$ cat src/rtl/timer_display_pkg.sv
// Shared types and constants for the timer display slice.
package timer_display_pkg;

  typedef enum logic [1:0] {IDLE, SHIFT, DONE} state_t;

  typedef logic [3:0] bcd_digit_t;

  localparam logic [6:0] SEG_BLANK = 7'h7F;

  // Active-low segment patterns, bit0=a .. bit6=g.
  localparam logic [6:0] SEG_DIGIT [0:9] = '{
    7'h40, 7'h79, 7'h24, 7'h30, 7'h19,
    7'h12, 7'h02, 7'h78, 7'h00, 7'h10
  };

  // 10**n, used to check that the BCD field can hold the widest count.
  function automatic longint unsigned pow10(int unsigned n);
    longint unsigned r;
    r = 1;
    for (int unsigned i = 0; i < n; i++) r = r * 10;
    return r;
  endfunction

endpackage

$ cat src/rtl/timer_display_if.sv
// Count/display link between the countdown timer and its display block.
interface timer_display_if #(
  parameter int unsigned WIDTH  = 19,
  parameter int unsigned DIGITS = 6
);
  logic [WIDTH-1:0]    value;
  logic                display_on;
  logic [7*DIGITS-1:0] hex_n;
  logic [DIGITS-1:0]   dp_n;
  logic                busy;
  logic                upd;

  modport master (output value, display_on, input hex_n, dp_n, busy, upd);
  modport slave  (input value, display_on, output hex_n, dp_n, busy, upd);
endinterface

$ cat src/rtl/seg7_decode.sv
// BCD nibble to active-low seven-segment pattern; out-of-range nibbles blank.
module seg7_decode
  import timer_display_pkg::*;
(
  input  bcd_digit_t  digit_i,
  input  logic        blank_i,
  output logic [6:0]  seg_o
);

  // Table lookup with forced blank.
  always_comb begin
    seg_o = SEG_BLANK;
    if (!blank_i) begin
      case (digit_i)
        4'd0:    seg_o = SEG_DIGIT[0];
        4'd1:    seg_o = SEG_DIGIT[1];
        4'd2:    seg_o = SEG_DIGIT[2];
        4'd3:    seg_o = SEG_DIGIT[3];
        4'd4:    seg_o = SEG_DIGIT[4];
        4'd5:    seg_o = SEG_DIGIT[5];
        4'd6:    seg_o = SEG_DIGIT[6];
        4'd7:    seg_o = SEG_DIGIT[7];
        4'd8:    seg_o = SEG_DIGIT[8];
        4'd9:    seg_o = SEG_DIGIT[9];
        default: seg_o = SEG_BLANK;
      endcase
    end
  end

endmodule

$ cat src/rtl/timer_display.sv
// Binary count -> BCD (sequential double-dabble) -> registered seven-segment drive.
module timer_display
  import timer_display_pkg::*;
#(
  parameter int unsigned WIDTH    = 19,
  parameter int unsigned DIGITS   = 6,
  parameter int unsigned DP_DIGIT = 2,
  parameter int unsigned LZB      = 1
) (
  input  logic           clk,
  input  logic           reset,
  timer_display_if.slave bus
);

  localparam int unsigned CW = $clog2(WIDTH + 1);
  localparam int unsigned BW = 4 * DIGITS;

  if (((64'd1 << WIDTH) - 64'd1) > (pow10(DIGITS) - 64'd1)) begin : g_width_chk
    $error("timer_display: WIDTH too large for DIGITS");
  end

  state_t            state_q, state_d;
  logic [WIDTH-1:0]  bin_q, bin_d;
  logic [BW-1:0]     acc_q, acc_d, adj;
  logic [CW-1:0]     cnt_q, cnt_d;
  logic [BW-1:0]     bcd_q, bcd_d;
  logic [WIDTH-1:0]  last_q, last_d;
  logic              lv_q, lv_d;
  logic              start;
  logic              upd_q, upd_d;
  logic              busy_o;
  logic [DIGITS-1:0] blank;
  logic              zero_run;
  logic [7*DIGITS-1:0] seg_w, hex_q, hex_d;
  logic [DIGITS-1:0] dp_q, dp_d;

  assign start = !lv_q || (bus.value != last_q);

  // State register.
  always_ff @(posedge clk or negedge reset) begin
    if (!reset) state_q <= IDLE;
    else        state_q <= state_d;
  end

  // Next-state logic.
  always_comb begin
    state_d = state_q;
    case (state_q)
      IDLE:    if (start) state_d = SHIFT;
      SHIFT:   if (cnt_q == CW'(WIDTH - 1)) state_d = DONE;
      DONE:    state_d = IDLE;
      default: state_d = IDLE;
    endcase
  end

  // FSM outputs: busy for the whole conversion, upd registered on the DONE edge.
  always_comb begin
    busy_o = (state_q != IDLE);
    upd_d  = (state_q == DONE);
  end

  // Double-dabble datapath next-state.
  // last_q is loaded at capture rather than at DONE: it is only compared in
  // IDLE and lv_q is only set at DONE, so the observable behaviour is the same.
  always_comb begin
    bin_d  = bin_q;
    acc_d  = acc_q;
    cnt_d  = cnt_q;
    bcd_d  = bcd_q;
    last_d = last_q;
    lv_d   = lv_q;
    adj    = acc_q;
    for (int unsigned i = 0; i < DIGITS; i++) begin
      if (acc_q[4*i +: 4] >= 4'd5) adj[4*i +: 4] = acc_q[4*i +: 4] + 4'd3;
    end
    case (state_q)
      IDLE: begin
        if (start) begin
          bin_d  = bus.value;
          last_d = bus.value;
          acc_d  = '0;
          cnt_d  = '0;
        end
      end
      SHIFT: begin
        {acc_d, bin_d} = {adj[BW-2:0], bin_q, 1'b0};
        cnt_d          = cnt_q + CW'(1);
      end
      DONE: begin
        bcd_d = acc_q;
        lv_d  = 1'b1;
      end
      default: ;
    endcase
  end

  // Datapath registers.
  always_ff @(posedge clk or negedge reset) begin
    if (!reset) begin
      bin_q  <= '0;
      acc_q  <= '0;
      cnt_q  <= '0;
      bcd_q  <= '0;
      last_q <= '0;
      lv_q   <= 1'b0;
    end else begin
      bin_q  <= bin_d;
      acc_q  <= acc_d;
      cnt_q  <= cnt_d;
      bcd_q  <= bcd_d;
      last_q <= last_d;
      lv_q   <= lv_d;
    end
  end

  // Leading-zero blanking, scanning from the most significant digit down.
  always_comb begin
    blank    = '0;
    zero_run = 1'b1;
    for (int unsigned k = 0; k < DIGITS; k++) begin
      zero_run = zero_run && (bcd_q[4*(DIGITS-1-k) +: 4] == 4'd0);
      if ((LZB != 0) && ((DIGITS - 1 - k) > DP_DIGIT) && zero_run)
        blank[DIGITS-1-k] = 1'b1;
    end
  end

  for (genvar g = 0; g < DIGITS; g++) begin : g_dec
    seg7_decode u_dec (
      .digit_i (bcd_q[4*g +: 4]),
      .blank_i (blank[g]),
      .seg_o   (seg_w[7*g +: 7])
    );
  end

  // Output register next-state: flash gating and fixed decimal point.
  always_comb begin
    hex_d = '1;
    dp_d  = '1;
    if (bus.display_on) begin
      hex_d = seg_w;
      dp_d  = ~(DIGITS'(1) << DP_DIGIT);
    end
  end

  // Output registers.
  always_ff @(posedge clk or negedge reset) begin
    if (!reset) begin
      hex_q <= '1;
      dp_q  <= '1;
      upd_q <= 1'b0;
    end else begin
      hex_q <= hex_d;
      dp_q  <= dp_d;
      upd_q <= upd_d;
    end
  end

  assign bus.hex_n = hex_q;
  assign bus.dp_n  = dp_q;
  assign bus.busy  = busy_o;
  assign bus.upd   = upd_q;

endmodule

$ cat src/flat_wrapper.sv
// flat-port wrapper written by rule: the top's interface ports become plain ports
module timer_display_flat import timer_display_pkg::*;
#(
  parameter int unsigned WIDTH    = 19,
  parameter int unsigned DIGITS   = 6,
  parameter int unsigned DP_DIGIT = 2,
  parameter int unsigned LZB      = 1
)
  (clk, reset, bus_value, bus_display_on, bus_hex_n, bus_dp_n, bus_busy, bus_upd);
  timer_display_if #(.WIDTH(WIDTH), .DIGITS(DIGITS)) bus_i ();
  input  logic clk;
  input  logic reset;
  input wire logic [$bits(bus_i.value)-1:0] bus_value;
  input wire logic [$bits(bus_i.display_on)-1:0] bus_display_on;
  output wire logic [$bits(bus_i.hex_n)-1:0] bus_hex_n;
  output wire logic [$bits(bus_i.dp_n)-1:0] bus_dp_n;
  output wire logic [$bits(bus_i.busy)-1:0] bus_busy;
  output wire logic [$bits(bus_i.upd)-1:0] bus_upd;
  assign bus_i.value = bus_value;
  assign bus_i.display_on = bus_display_on;
  assign bus_hex_n = bus_i.hex_n;
  assign bus_dp_n = bus_i.dp_n;
  assign bus_busy = bus_i.busy;
  assign bus_upd = bus_i.upd;
  timer_display #(.WIDTH(WIDTH), .DIGITS(DIGITS), .DP_DIGIT(DP_DIGIT), .LZB(LZB)) u_core (.clk(clk), .reset(reset), .bus(bus_i));
endmodule
$ cat config.mk
export PLATFORM = sky130hd
export DESIGN_NAME = timer_display_flat
export DESIGN_NICKNAME = d
export VERILOG_FILES = /design/src/rtl/timer_display_pkg.sv /design/src/rtl/timer_display_if.sv /design/src/rtl/seg7_decode.sv /design/src/rtl/timer_display.sv /design/src/flat_wrapper.sv
export SDC_FILE = /design/constraint.sdc
export NUM_CORES = 1
export LEC_CHECK = 0
export ABC_CLOCK_PERIOD_IN_PS = 5710
export CAP_MARGIN = 20
export CORE_MARGIN = 3
export CORE_UTILIZATION = 47
export DETAILED_ROUTE_END_ITERATION = 10
export PLACE_DENSITY = 0.68
export SLEW_MARGIN = 0
export SYNTH_ARGS = -nofsm -noshare
export SYNTH_HDL_FRONTEND = slang
export SYNTH_SLANG_ARGS = --single-unit
$ cat constraint.sdc
create_clock -name clk -period 5.71 [get_ports clk]
set_input_delay 1.142 -clock clk [delete_from_list [all_inputs] [get_ports clk]]
set_output_delay 1.142 -clock clk [all_outputs]
set_load 0.005 [all_outputs]
Word-level counts from Yosys, hierarchy flattened
Memories as Yosys holds them, arrays and structs flattened.
Index checks and enable logic that the tools add are counted.
{ "op_classes": {"addsub": 7, "order_cmp": 6, "n_eq_ne": 6, "muxes": 23, "reduce_logical": 13} }
{ "op_table": {"columns": ["operator", "n"], "rows": [
  ["one-hot mux 24 bit (2 select lines)", 1],
  ["two-way mux 42 bit", 1],
  ["one-hot mux 19 bit (2 select lines)", 1],
  [">= comparator 4 x 3 -> 1 bit, second input constant", 6],
  ["two-way mux 24 bit", 1],
  ["two-way mux 7 bit", 3],
  ["adder 4 x 2 -> 4 bit, second input constant", 5],
  ["two-way mux 4 bit", 5],
  ["two-way mux 19 bit", 1],
  ["inequality test 19 bit", 1],
  ["zero test 4 bit", 3],
  ["one-hot mux 5 bit (2 select lines)", 1],
  ["two-way mux 3 bit", 2],
  ["AND reduction 2 bit", 3],
  ["adder 5 x 1 -> 5 bit, second input constant", 1],
  ["== test 5 bit, second input constant", 1],
  ["two-way mux 5 bit", 1],
  ["two-way mux 2 bit", 2],
  ["inequality test 2 x 1 -> 1 bit, second input constant", 2],
  ["one-hot mux 2 bit (2 select lines)", 1],
  ["nonzero test 2 bit", 2],
  ["adder 3 x 2 -> 3 bit, second input constant", 1],
  ["two-way mux 1 bit", 3],
  ["== test 2 x 1 -> 1 bit, second input constant", 1],
  ["other kinds (5)", 6]
]} }
{ "totals": {"register_bits": 143, "romBits": 672, "inputBits": 22, "word_cells": 71, "n_memories": 6} }
{ "mem_list": {"columns": ["memory", "depth", "width", "rd", "rd_clocked_by_memory_dff", "write_ports", "line", "text"], "rows": [
  ["(no name shown)", 16, 7, 1, 0, 0, "seg7_decode.sv:14", "case (digit_i)"],
  ["(no name shown)", 16, 7, 1, 0, 0, "seg7_decode.sv:14", null],
  ["(no name shown)", 16, 7, 1, 0, 0, "seg7_decode.sv:14", null],
  ["(no name shown)", 16, 7, 1, 0, 0, "seg7_decode.sv:14", null],
  ["(no name shown)", 16, 7, 1, 0, 0, "seg7_decode.sv:14", null],
  ["(no name shown)", 16, 7, 1, 0, 0, "seg7_decode.sv:14", null]
]} }

Depth between registers and ports, before layout
Gate-level depths: netlist (run 1).
{ "logic_depth": {"word_depth": 6, "depth_mapped": 7, "mapped_depth_nobuf": 7} }

Hierarchy
Synthesis (run 1) repeated with hierarchy kept, for this count alone.
{ "hier_totals": {"hier_cells": 689, "hier_area_um2": 7523.5} }
{ "modules_own_cells": {"columns": ["mod", "n_inst", "cells_each", "area_each_um2"], "rows": [
  ["timer_display", 1, 487, 6077.1],
  ["seg7_decode (u_core.g_dec[1].u_dec ...)", 4, 33, 235.2],
  ["seg7_decode (u_core.g_dec[0].u_dec ...)", 2, 35, 252.7]
]} }

Least setup slack after synthesis (run 1)
Ideal clock, no wire load.
{ "synth_path": {"path_kind": "input port to flip-flop", "start": "input port bus_value[12]", "end": "register u_core.bin_q[10]", "setup_time_ps": 125, "arrival_ps": 2519, "required_time_ps": 5585, "setup_slack_ps": 3066, "path_stages": 6, "cell_sequence": "xor2_1 nor4_1 nand3_1 o31ai_4 buf_4 mux2_2"} }
{ "synth_via": {"elab_chain_cells": 4} }
{ "synth_rtl": {"columns": ["item", "line", "text"], "rows": [
  ["start, declared", "flat_wrapper.sv:13", "input wire logic [$bits(bus_i.value)-1:0] bus_value;"],
  ["inequality test 19 bit", "timer_display.sv:37", "assign start = !lv_q || (bus.value != last_q);"],
  ["logical OR 1 bit", "timer_display.sv:37", null],
  ["inequality test 2 x 1 -> 1 bit (no source line)", null, null],
  ["AND reduction 2 bit (no source line)", null, null],
  ["end signal, assigned", "timer_display.sv:107", "bin_q <= bin_d;"],
  ["end, declared", "timer_display.sv:23", "logic [WIDTH-1:0] bin_q, bin_d;"]
]} }
Every way passes these cells.
A chain may end at the register's enable or synchronous reset.

Worst setup path in the final report (run 1)
{ "layout_path": {"start": "input port bus_value[5]", "end": "register u_core.last_q[0]"} }
{ "layout_via": {"elab_chain_cells": 3} }
{ "layout_rtl": {"columns": ["item", "line", "text"], "rows": [
  ["inequality test 19 bit", "timer_display.sv:37", null],
  ["logical OR 1 bit", "timer_display.sv:37", null],
  ["AND reduction 2 bit (no source line)", null, null],
  ["end signal, assigned", "timer_display.sv:111", "last_q <= last_d;"],
  ["end, declared", "timer_display.sv:27", "logic [WIDTH-1:0] last_q, last_d;"]
]} }
Every way passes these cells.

==> results.md, run 1 <==
| Quantity | This run |
|:---|:---|
| Post-route setup TNS | 0 ps |
| Clock tree from TritonCTS | done |
| M2 GR Usage | 0.2762 |
| Core box area | 14150 um2 |
| Height of the chip | 127.5 um |
| Share of power burned in the clock network | 0.296 |
| Crit. End Element | flip-flop |
| Startpoint class of the critical path | input pin |
| Leakage power | 3.583 nW |
| Starting utilization of the core area | 0.4901 |
| Number of nets in the final layout | 770 |
| FFs w/ async S/R, synth | 1.000 |
| Number of inserted diodes | 0 |
| Initial DRT Pass Iterations | 4 |
| Period utilization | 0.5576 |
| Transition time at the pin with the least slew margin | 750.3 ps |
| Worst clock skew | 7.660 ps |
| RSZ-0062 raised after global routing | no |
| Largest net degree at the start of global routing | 87 |
| Num CTS Buffers | 17 |
| Maximum vdd drop | 0.0002060 V |
| End-of-flow core utilization | 0.5859 |
| Count of flip-flops with a built-in enable after synthesis | 0 |
| Path class of the lowest-slack min-delay path | reg2reg |
| Number of cells upsized or downsized after cts | 0 |
| Power share of the combinational group | 0.282 |
| Total wirelength of the detailed-routed design | 12550 um |
| Fin. Hold Viols | 0 |
| Remaining design rule violation count | 0 |
| Chip Width | 127.5 um |
| Total routing usage reported by global routing | 0.1680 |
| Number of DRC markers in iteration 0 | 276 |
| Post-cts hold buffer count | 0 |
| P_int | 2.505 mW |
| Mean post-synth cell area | 10.83 um2 |
| Full die area | 16250 um2 |
| Total I/O pin count | 72 |
| Setup Fix Bufs, Post-CTS | 0 |
| Clock net sink count | 138 |
| Met1 usage | 0.2100 |
| Depth of the CTS H-tree | 4 |
| Post-route antenna net violation count | 0 |
| CP required | 6010 ps |
| Total congestion overflow | 0 |
| P per Cell Area | 428.5 nW/um2 |
| F_max | 314.1 MHz |
| Vias per inst | 5.297 |
| Worst slack at placement | 2093 ps |
| Switching share of power | 0.2950 |
| Yosys Warn Count | 0 |
| Top fanout value on the critical path | 16 |
| Vias in the first global route | 4744 |
| Final Slew Violations | 0 |
| Number of setup violations in the final report | 0 |
| Global-route wire length before repair | 22070 um |
| Detailed placement HPWL | 8595 um |
| Clock root buffer | clkbuf_16 |
| Switching Power | 1.048 mW |
| Post-Syn Area | 6934 um2 |
| Average wire per cell in the routed design | 13.99 um |
| Ratio of cells with drive above 1 in the final layout | 0.2050 |
| Total via count in the routed design | 4751 |
| Max Cap Violations | 0 |
| Most used flip-flop cell after synthesis | dfrtp_1 |
| Sequential share of power | 0.422 |
| GR met3 Demand/Resource | 0.04891 |
| Row count | 43 |
| Clock latency on the worst-skew pair | 420 ps |
| Layer with the highest usage after global routing | met2 |
| Smallest hold slack | 493.2 ps |
| Count of cell types in the netlist | 41 |
| Number of flip-flops and latches in the synthesized netlist | 138 |
| Worst path setup slack after routing | 2526 ps |
| Seq/Total Area, Yosys | 0.5058 |
| Area Growth Syn to Fin | 19.56% |
| Tightest slew margin relative to the limit | 0.4998 |
| Data arrival time of the worst path | 3490 ps |
| Placer's final routability congestion estimate | 0.8548 |
| I/O Buffers | 66 |
| Initial antenna violation count | 0 |
| Clock period minus worst slack | 3184 ps |
| Path type of the worst setup path | in2reg |
| Run status | finished clean |
| Clock edge transition at the registers on the reported setup and hold paths | 60 ps |
| Number of instances in the synthesized netlist | 640 |
| Clk buf depth | 2 |
[metal layers]
| layer | routed length [um] | up-vias |
|---|---|---|
| met4 | 204 | 0 |
| met5 | 0 | - |
| met2 | 6027 | 86 |
| li1 | - | 2323 |
| met1 | 5720 | 2322 |
| met3 | 601 | 20 |
[metrics by stage]
| step | power [mW] | instances | area [um2] |
|---|---|---|---|
| floorplan | 2.088 | 644 | 6949 |
| global placement | 2.477 | 864 | 7714 |
| detailed placement | 2.521 | 864 | 7714 |
| CTS | 3.586 | 896 | 8283 |
| global route | 3.803 | 897 | 8290 |
| finish | 3.553 | 897 | 8290 |
[sequential cells by signal, summed over array words and instances (netlist names)]
name	cells
u_core.cnt_q	5
u_core.last_q	19
u_core.bin_q	19
u_core.lv_q	1
u_core.bus.dp_n	1
u_core.acc_q	24
u_core.bcd_q	24
u_core.bus.upd	1
u_core.state_q	2
u_core.bus.hex_n	42
[worst max-delay path: stages]
cell,delay (ps)
clkdlybuf4s50_1,500
xor2_1,200
nor4_1,300
nand4_1,230
o21bai_1,420
buf_4,320
mux2_2,360
[path summary, 6_finish.rpt]
kind / startpoint / endpoint / slack (ps) / cells past startpoint
setup reg to reg: u_core.last_q[6] / u_core.last_q[0] / 3410 / 6
setup / recovery: bus_value[5] / u_core.last_q[0] / 2530 / 7
hold reg to reg: u_core.lv_q / u_core.lv_q / 490 / 1
min in group asynchronous: reset / u_core.acc_q[7] / 770 / 1
hold / removal: u_core.lv_q / u_core.lv_q / 490 / 1
max in group asynchronous: reset / u_core.bin_q[9] / 3770 / 2
[final cells by class]
cell class | instances | area (um2)
clock buffers | 30 | 534.3
clock inverters | 2 | 35.03
fillers | 1141 | 5859
inverters | 35 | 131.4
multi-input cells | 438 | 3136
flip-flops and latches | 138 | 3507
well taps | 180 | 225.2
repair buffers | 74 | 721.9
[logic make-up after synthesis]
logic type / count (synthesis) / share of synthesized area
adders and majority gates: 44 / 0.07939
other: 1 / 0.0005408
xor gates and xnor gates: 26 / 0.03284
buffers and inverters: 68 / 0.04457
AOI/OAI and AO/OA: 154 / 0.1337
muxes: 65 / 0.1054
and+or+nand+nor: 144 / 0.09780
DFF: 138 / 0.5058
[power groups by stage]
stage               combinational, mW  clock, mW  sequential (mW)
floorplan                       0.633          0             1.45
global placement                0.978          0             1.50
finish                           1.00       1.05             1.50
CTS                              1.02       1.07             1.50
detailed placement               1.01          0             1.52
global route                     1.15       1.11             1.54
[layout by cell type (no fill, tap or decap), types with 5 or more instances in the layout]
cell type / count
a21oi_1: 37
a22o_1: 22
buf_4: 8
clkbuf_1: 7
clkbuf_16: 17
clkbuf_8: 6
clkdlybuf4s50_1: 65
conb_1: 5
dfrtp_1: 95
dfstp_2: 43
ha_1: 44
inv_1: 35
mux2_2: 64
nand2_1: 59
nand2b_1: 12
nand3_1: 6
nor2_1: 30
nor2b_1: 5
nor3_1: 6
nor3b_1: 8
o21ai_0: 74
o2bb2ai_1: 6
xnor2_1: 8
xor2_1: 18
[Yosys cell counts, drive strengths merged, types with 2 or more instances]
library cell,number,share of area
a211oi,2,0.0022
a21o,3,0.0032
a21oi,37,0.027
a22o,22,0.028
a31oi,2,0.0018
a41oi,2,0.0025
and2,3,0.0027
buf,12,0.014
clkbuf,21,0.011
dfrtp,95,0.34
dfstp,43,0.16
ha,44,0.079
inv,35,0.019
mux2,64,0.10
nand2,59,0.032
nand2b,12,0.011
nand3,6,0.0043
nand3b,3,0.0032
nor2,31,0.017
nor2b,5,0.0045
nor3,6,0.0043
nor3b,8,0.0087
nor4,4,0.0036
o21ai,74,0.053
o2bb2ai,6,0.0076
or2,4,0.0036
xnor2,8,0.010
xor2,18,0.023
No activity file was read; power rests on OpenSTA's default activity.
==> inputs of run 2 (changes only) <==
- ABC_CLOCK_PERIOD_IN_PS: 5710 -> 2780
- PLACE_DENSITY: 0.68 -> 0.71
- clock period: 5.71 -> 2.78 ns (I/O delays scaled with it)
==> results.md, run 2 (synthesized netlist as in run 1, its figures left out) <==
| Quantity | This run |
|:---|:---|
| Vias in the first global route | 4744 |
| Initial antenna violation count | 0 |
| Longest individual stage delay on the worst path | 460 ps |
| Run status | finished clean |
| Clock edge transition at the registers on the reported setup and hold paths | 60 ps |
| Count of filler cells inserted in the layout | 1141 |
| Average wire per cell in the routed design | 14.37 um |
| Most frequent cells in the layout | 95 x dfrtp_1, 74 x o21ai_0, 65 x clkdlybuf4s50_1 |
| Post-cts hold buffer count | 0 |
| Total I/O pin count | 72 |
| Initial DRT Pass Iterations | 4 |
| RSZ-0062 raised after global routing | no |
| Clock root buffer | clkbuf_16 |
| Data arrival time of the worst path | 2750 ps |
| Crit path max-delay cell type | clkdlybuf4s50_1 |
| CP required | 3130 ps |
| Clk buf depth | 2 |
| Final Slew Violations | 0 |
| Total congestion overflow | 0 |
| Leakage power | 3.630 nW |
| Setup Fix Bufs, Post-CTS | 0 |
| Global-route wire length before repair | 22510 um |
| P per Cell Area | 882.0 nW/um2 |
| Vias per inst | 5.226 |
| CP dominant cell by count | buf_4 |
| Starting utilization of the core area | 0.4901 |
| R2R depth | 6 |
| Tightest slew margin relative to the limit | 0.5372 |
| Chip Width | 127.5 um |
| Kind of cell with the highest combined delay on the critical path | buffers and inverters |
| Clock period minus worst slack | 2396 ps |
| Cell Chain, Critical Path | clkdlybuf4s50_1 -> xor2_1 -> nor4_1 -> nand3_1 -> o31ai_4 -> buf_4 -> buf_4 -> a22o_1 |
| F_max | 417.4 MHz |
| Largest net degree at the start of global routing | 79 |
| Full die area | 16250 um2 |
| Most common cell after layout, fill and taps aside | dfrtp_1 |
| Startpoint class of the critical path | input pin |
| Max reg flops | 42 |
| Num CTS Buffers | 17 |
| CP bufs+invs | 3 |
| Core box area | 14150 um2 |
| Total wirelength of the detailed-routed design | 12990 um |
| Total via count in the routed design | 4724 |
| Clock tree from TritonCTS | done |
| Crit. End Element | flip-flop |
| Ratio of cells with drive above 1 in the final layout | 0.2169 |
| Number of nets in the final layout | 777 |
| Overall Power | 7.393 mW |
| Maximum vdd drop | 0.0003866 V |
| Top fanout value on the critical path | 15 |
| Max Cap Violations | 0 |
| Clock net sink count | 138 |
| I/O Buffers | 66 |
| Path type of the worst setup path | in2reg |
| Transition time at the pin with the least slew margin | 684.9 ps |
| Critical path depth in cells | 8 |
| Number of DRC markers in iteration 0 | 237 |
| Clock latency on the worst-skew pair | 410 ps |
| # placed instances | 871 |
| Height of the chip | 127.5 um |
| Area Growth Syn to Fin | 20.88% |
| Detailed placement HPWL | 8953 um |
| Row count | 43 |
| Number of inserted diodes | 0 |
| Number of cells upsized or downsized after cts | 0 |
| Worst clock skew | 7.914 ps |
| Total routing usage reported by global routing | 0.1732 |
| Depth of the CTS H-tree | 4 |
| Fin. Hold Viols | 0 |
| Non-filler instance count after layout | 904 |
| Number of setup violations in the final report | 0 |
| Path class of the lowest-slack min-delay path | in2async |
| Period utilization | 0.8619 |
| Remaining design rule violation count | 0 |
| Post-route antenna net violation count | 0 |
| Placer's final routability congestion estimate | 0.8624 |
[run 2: cell types whose count changed in the layout (fill, tap and decap cells not counted), sizes merged]
cell	delta
clkbuf	-4
clkinv	+2
clkinvlp	+1
buf	+7
bufinv	+1
[run 2: final timing paths]
check | from | slack [ps] | endpoint
worst max-delay path | bus_value[14] | 380 | u_core.acc_q[9]
worst min-delay path | reset | 170 | u_core.bcd_q[5]
worst max register to register | u_core.bcd_q[21] | 600 | u_core.bus.hex_n[31]
worst min register to register | u_core.bin_q[10] | 500 | u_core.bin_q[10]
max in group asynchronous | reset | 1800 | u_core.last_q[0]
min in group clk | u_core.bin_q[10] | 500 | u_core.bin_q[10]
[run 2: layout make-up]
cell class | instances | area [um2] | share of cell area
sequential | 138 | 3507 | 0.4184
tap | 180 | 225.2 | 0.02687
clock inverter | 6 | 86.33 | 0.01030
multi-input combinational | 438 | 3136 | 0.3741
timing repair buffer | 81 | 787.0 | 0.09389
clock buffer | 26 | 509.2 | 0.06076
inverter | 35 | 131.4 | 0.01567
[run 2: power breakdown]
| group | internal, mW | total, mW | switching [mW] |
|---|---|---|---|
| combinational | 1.12 | 2.07 | 0.954 |
| sequential | 2.66 | 3.07 | 0.416 |
| clock | 1.44 | 2.25 | 0.809 |
| total | 5.21 | 7.39 | 2.18 |
[run 2: stage by stage]
stage                     hold WS [ps]  utilization  area (um2)  TNS, ps  worst slack, ps
after floorplan                  260.4            -        6949        0            722.4
after global placement           477.5       0.5497        7779        0            76.94
after detailed placement         489.5       0.5497        7779    -3103           -84.65
after CTS                        190.5       0.5918        8374        0            364.8
after global routing             209.3       0.5924        8382        0            259.6
final                            172.4       0.5924        8382        0            384.0
[run 2: routing by layer]
layer	share of wire	vias up	GRT usage
li1	-	2343	-
met1	0.46	2292	0.2173
met2	0.50	78	0.2865
met3	0.031	11	0.04431
met4	0.011	0	0.07003
met5	0	-	0
==> inputs of run 3 (changes only) <==
--- a/config.mk
+++ b/config.mk
@@ -9,3 +9,2 @@
 export CAP_MARGIN = 20
-export CORE_MARGIN = 3
 export CORE_UTILIZATION = 47
@@ -13,3 +12,3 @@
 export PLACE_DENSITY = 0.71
-export SLEW_MARGIN = 0
+export SLEW_MARGIN = 20
 export SYNTH_ARGS = -nofsm -noshare
==> constraint.sdc (replaced) <==
create_clock -name clk -period 2.78 [get_ports clk]
set_input_delay 0.834 -clock clk [delete_from_list [all_inputs] [get_ports clk]]
set_output_delay 0.834 -clock clk [all_outputs]
set_load 0.005 [all_outputs]
==> results.md, run 3 (synthesized netlist as in run 1, its figures left out) <==
| Quantity | This run |
|:---|:---|
| Cell Chain, Critical Path | clkdlybuf4s50_1 -> xor2_1 -> nor4_1 -> nand3_1 -> o31ai_4 -> buf_4 -> mux2_2 |
| Largest net degree at the start of global routing | 43 |
| Starting utilization of the core area | 0.4789 |
| Transition time at the pin with the least slew margin | 630.4 ps |
| Period utilization | 0.9467 |
| Total wirelength of the detailed-routed design | 12980 um |
| CP required | 3080 ps |
| Most common cell after layout, fill and taps aside | dfrtp_1 |
| F_max | 380.0 MHz |
| Average wire per cell in the routed design | 14.05 um |
| Detailed placement HPWL | 9139 um |
| Total via count in the routed design | 4863 |
| Initial DRT Pass Iterations | 6 |
| Initial antenna violation count | 0 |
| Leakage power | 3.701 nW |
| Vias per inst | 5.263 |
| Sequential share of power | 0.415 |
| Final instance area | 8512 um2 |
| Fin. Hold Viols | 0 |
| Height of the chip | 123.5 um |
| Maximum vdd drop | 0.0003556 V |
| Tightest slew margin relative to the limit | 0.5740 |
| Path type of the worst setup path | in2reg |
| Startpoint class of the critical path | input pin |
| Ratio of cells with drive above 1 in the final layout | 0.2378 |
| Clock tree from TritonCTS | done |
| Clock net sink count | 138 |
| P_int | 5.175 mW |
| I/O Buffers | 66 |
| Core box area | 14480 um2 |
| Run status | finished clean |
| Clock edge transition at the registers on the reported setup and hold paths | 60 ps |
| CP bufs+invs | 2 |
| Post-route antenna net violation count | 0 |
| Total routing usage reported by global routing | 0.1868 |
| Clock root buffer | clkbuf_16 |
| Switching share of power | 0.3008 |
| RSZ-0062 raised after global routing | no |
| R2R depth | 7 |
| Number of DRC markers in iteration 0 | 247 |
| Longest individual stage delay on the worst path | 440 ps |
| Setup Fix Bufs, Post-CTS | 0 |
| Global-route wire length before repair | 21940 um |
| Max reg flops | 42 |
| Flop-to-flop setup slack | 650 ps |
| Number of inserted diodes | 0 |
| Placed standard-cell area | 7920 um2 |
| Crit. End Element | flip-flop |
| Clock latency on the worst-skew pair | 420 ps |
| Data arrival time of the worst path | 2930 ps |
| Post-cts hold buffer count | 0 |
| Kind of cell with the highest combined delay on the critical path | buffers and inverters |
| Total congestion overflow | 0 |
| Share of power burned in the clock network | 0.302 |
| Row count | 44 |
| Top fanout value on the critical path | 12 |
| Path class of the lowest-slack min-delay path | in2async |
| P per Cell Area | 869.5 nW/um2 |
| Switching Power | 2.226 mW |
| Startpoint of the worst-slack reg-to-reg timing path | u_core.bcd_q[21] |
| Most frequent cells in the layout | 95 x dfrtp_1, 74 x o21ai_0, 65 x clkdlybuf4s50_1 |
| Clk buf depth | 2 |
| Depth of the CTS H-tree | 4 |
| Number of setup violations in the final report | 0 |
| Reg-to-Reg End | u_core.bus.hex_n[27] |
| Worst clock skew | 9.481 ps |
| Remaining design rule violation count | 0 |
| Num CTS Buffers | 17 |
| Full die area | 15240 um2 |
| Clock period minus worst slack | 2632 ps |
| Number of cells upsized or downsized after cts | 0 |
| Final Slew Violations | 0 |
| Placer's final routability congestion estimate | 0.8087 |
| Area Growth Syn to Fin | 22.75% |
| Max Cap Violations | 0 |
| Smallest hold slack | 413.1 ps |
| Chip Width | 123.5 um |
| Number of nets in the final layout | 793 |
| Total I/O pin count | 72 |
| Power share of the combinational group | 0.283 |
| Vias in the first global route | 4723 |
| Crit path max-delay cell type | clkdlybuf4s50_1 |
run 3: power groups by stage:
stage                     clock network (mW)  logic, mW  registers [mW]
after floorplan                            0       1.30            2.99
after global routing                    2.36       2.39            3.15
after CTS                               2.29       2.11            3.07
after detailed placement                   0       2.09            3.11
final                                   2.24       2.09            3.07
after global placement                     0       2.02            3.08
run 3: worst max-delay path by stage:
stage                       start           endpoint  slack (ps)  cells past startpoint
global route         bus_value[6]   u_core.last_q[2]          40                      7
finish               bus_value[6]   u_core.bin_q[12]         150                      7
CTS                  bus_value[6]   u_core.bin_q[12]         170                      7
global placement     bus_value[5]  u_core.last_q[16]        -190                      7
detailed placement   bus_value[6]   u_core.bin_q[12]        -270                      7
floorplan           bus_value[12]   u_core.bin_q[10]         440                      6
run 3: routing by layer:
layer	up-vias	global-route usage	wire length, um
met2	107	0.3132	6436
met3	9	0.03736	459
met1	2378	0.2355	5970
met4	0	0.07681	112
met5	-	0	0
li1	2369	-	-
run 3: final cells by class:
class | instances | area, um2
fillers | 1175 | 5967
flip-flops and latches | 138 | 3507
multi-input cells | 438 | 3136
repair buffers | 97 | 915.9
clock buffers | 21 | 470.5
well taps | 184 | 230.2
inverters | 35 | 131.4
clock inverters | 11 | 121.4
run 3: metrics by stage:
step,utilization,setup slack [ps],power (mW),instances,TNS [ps]
floorplan,-,444.4,4.288,644,0
global placement,0.5470,-189.4,5.095,892,-9228
detailed placement,0.5470,-267.4,5.198,892,-14350
CTS,0.5879,174.8,7.469,924,0
global route,0.5879,43.93,7.910,924,0
finish,0.5879,148.2,7.401,924,0
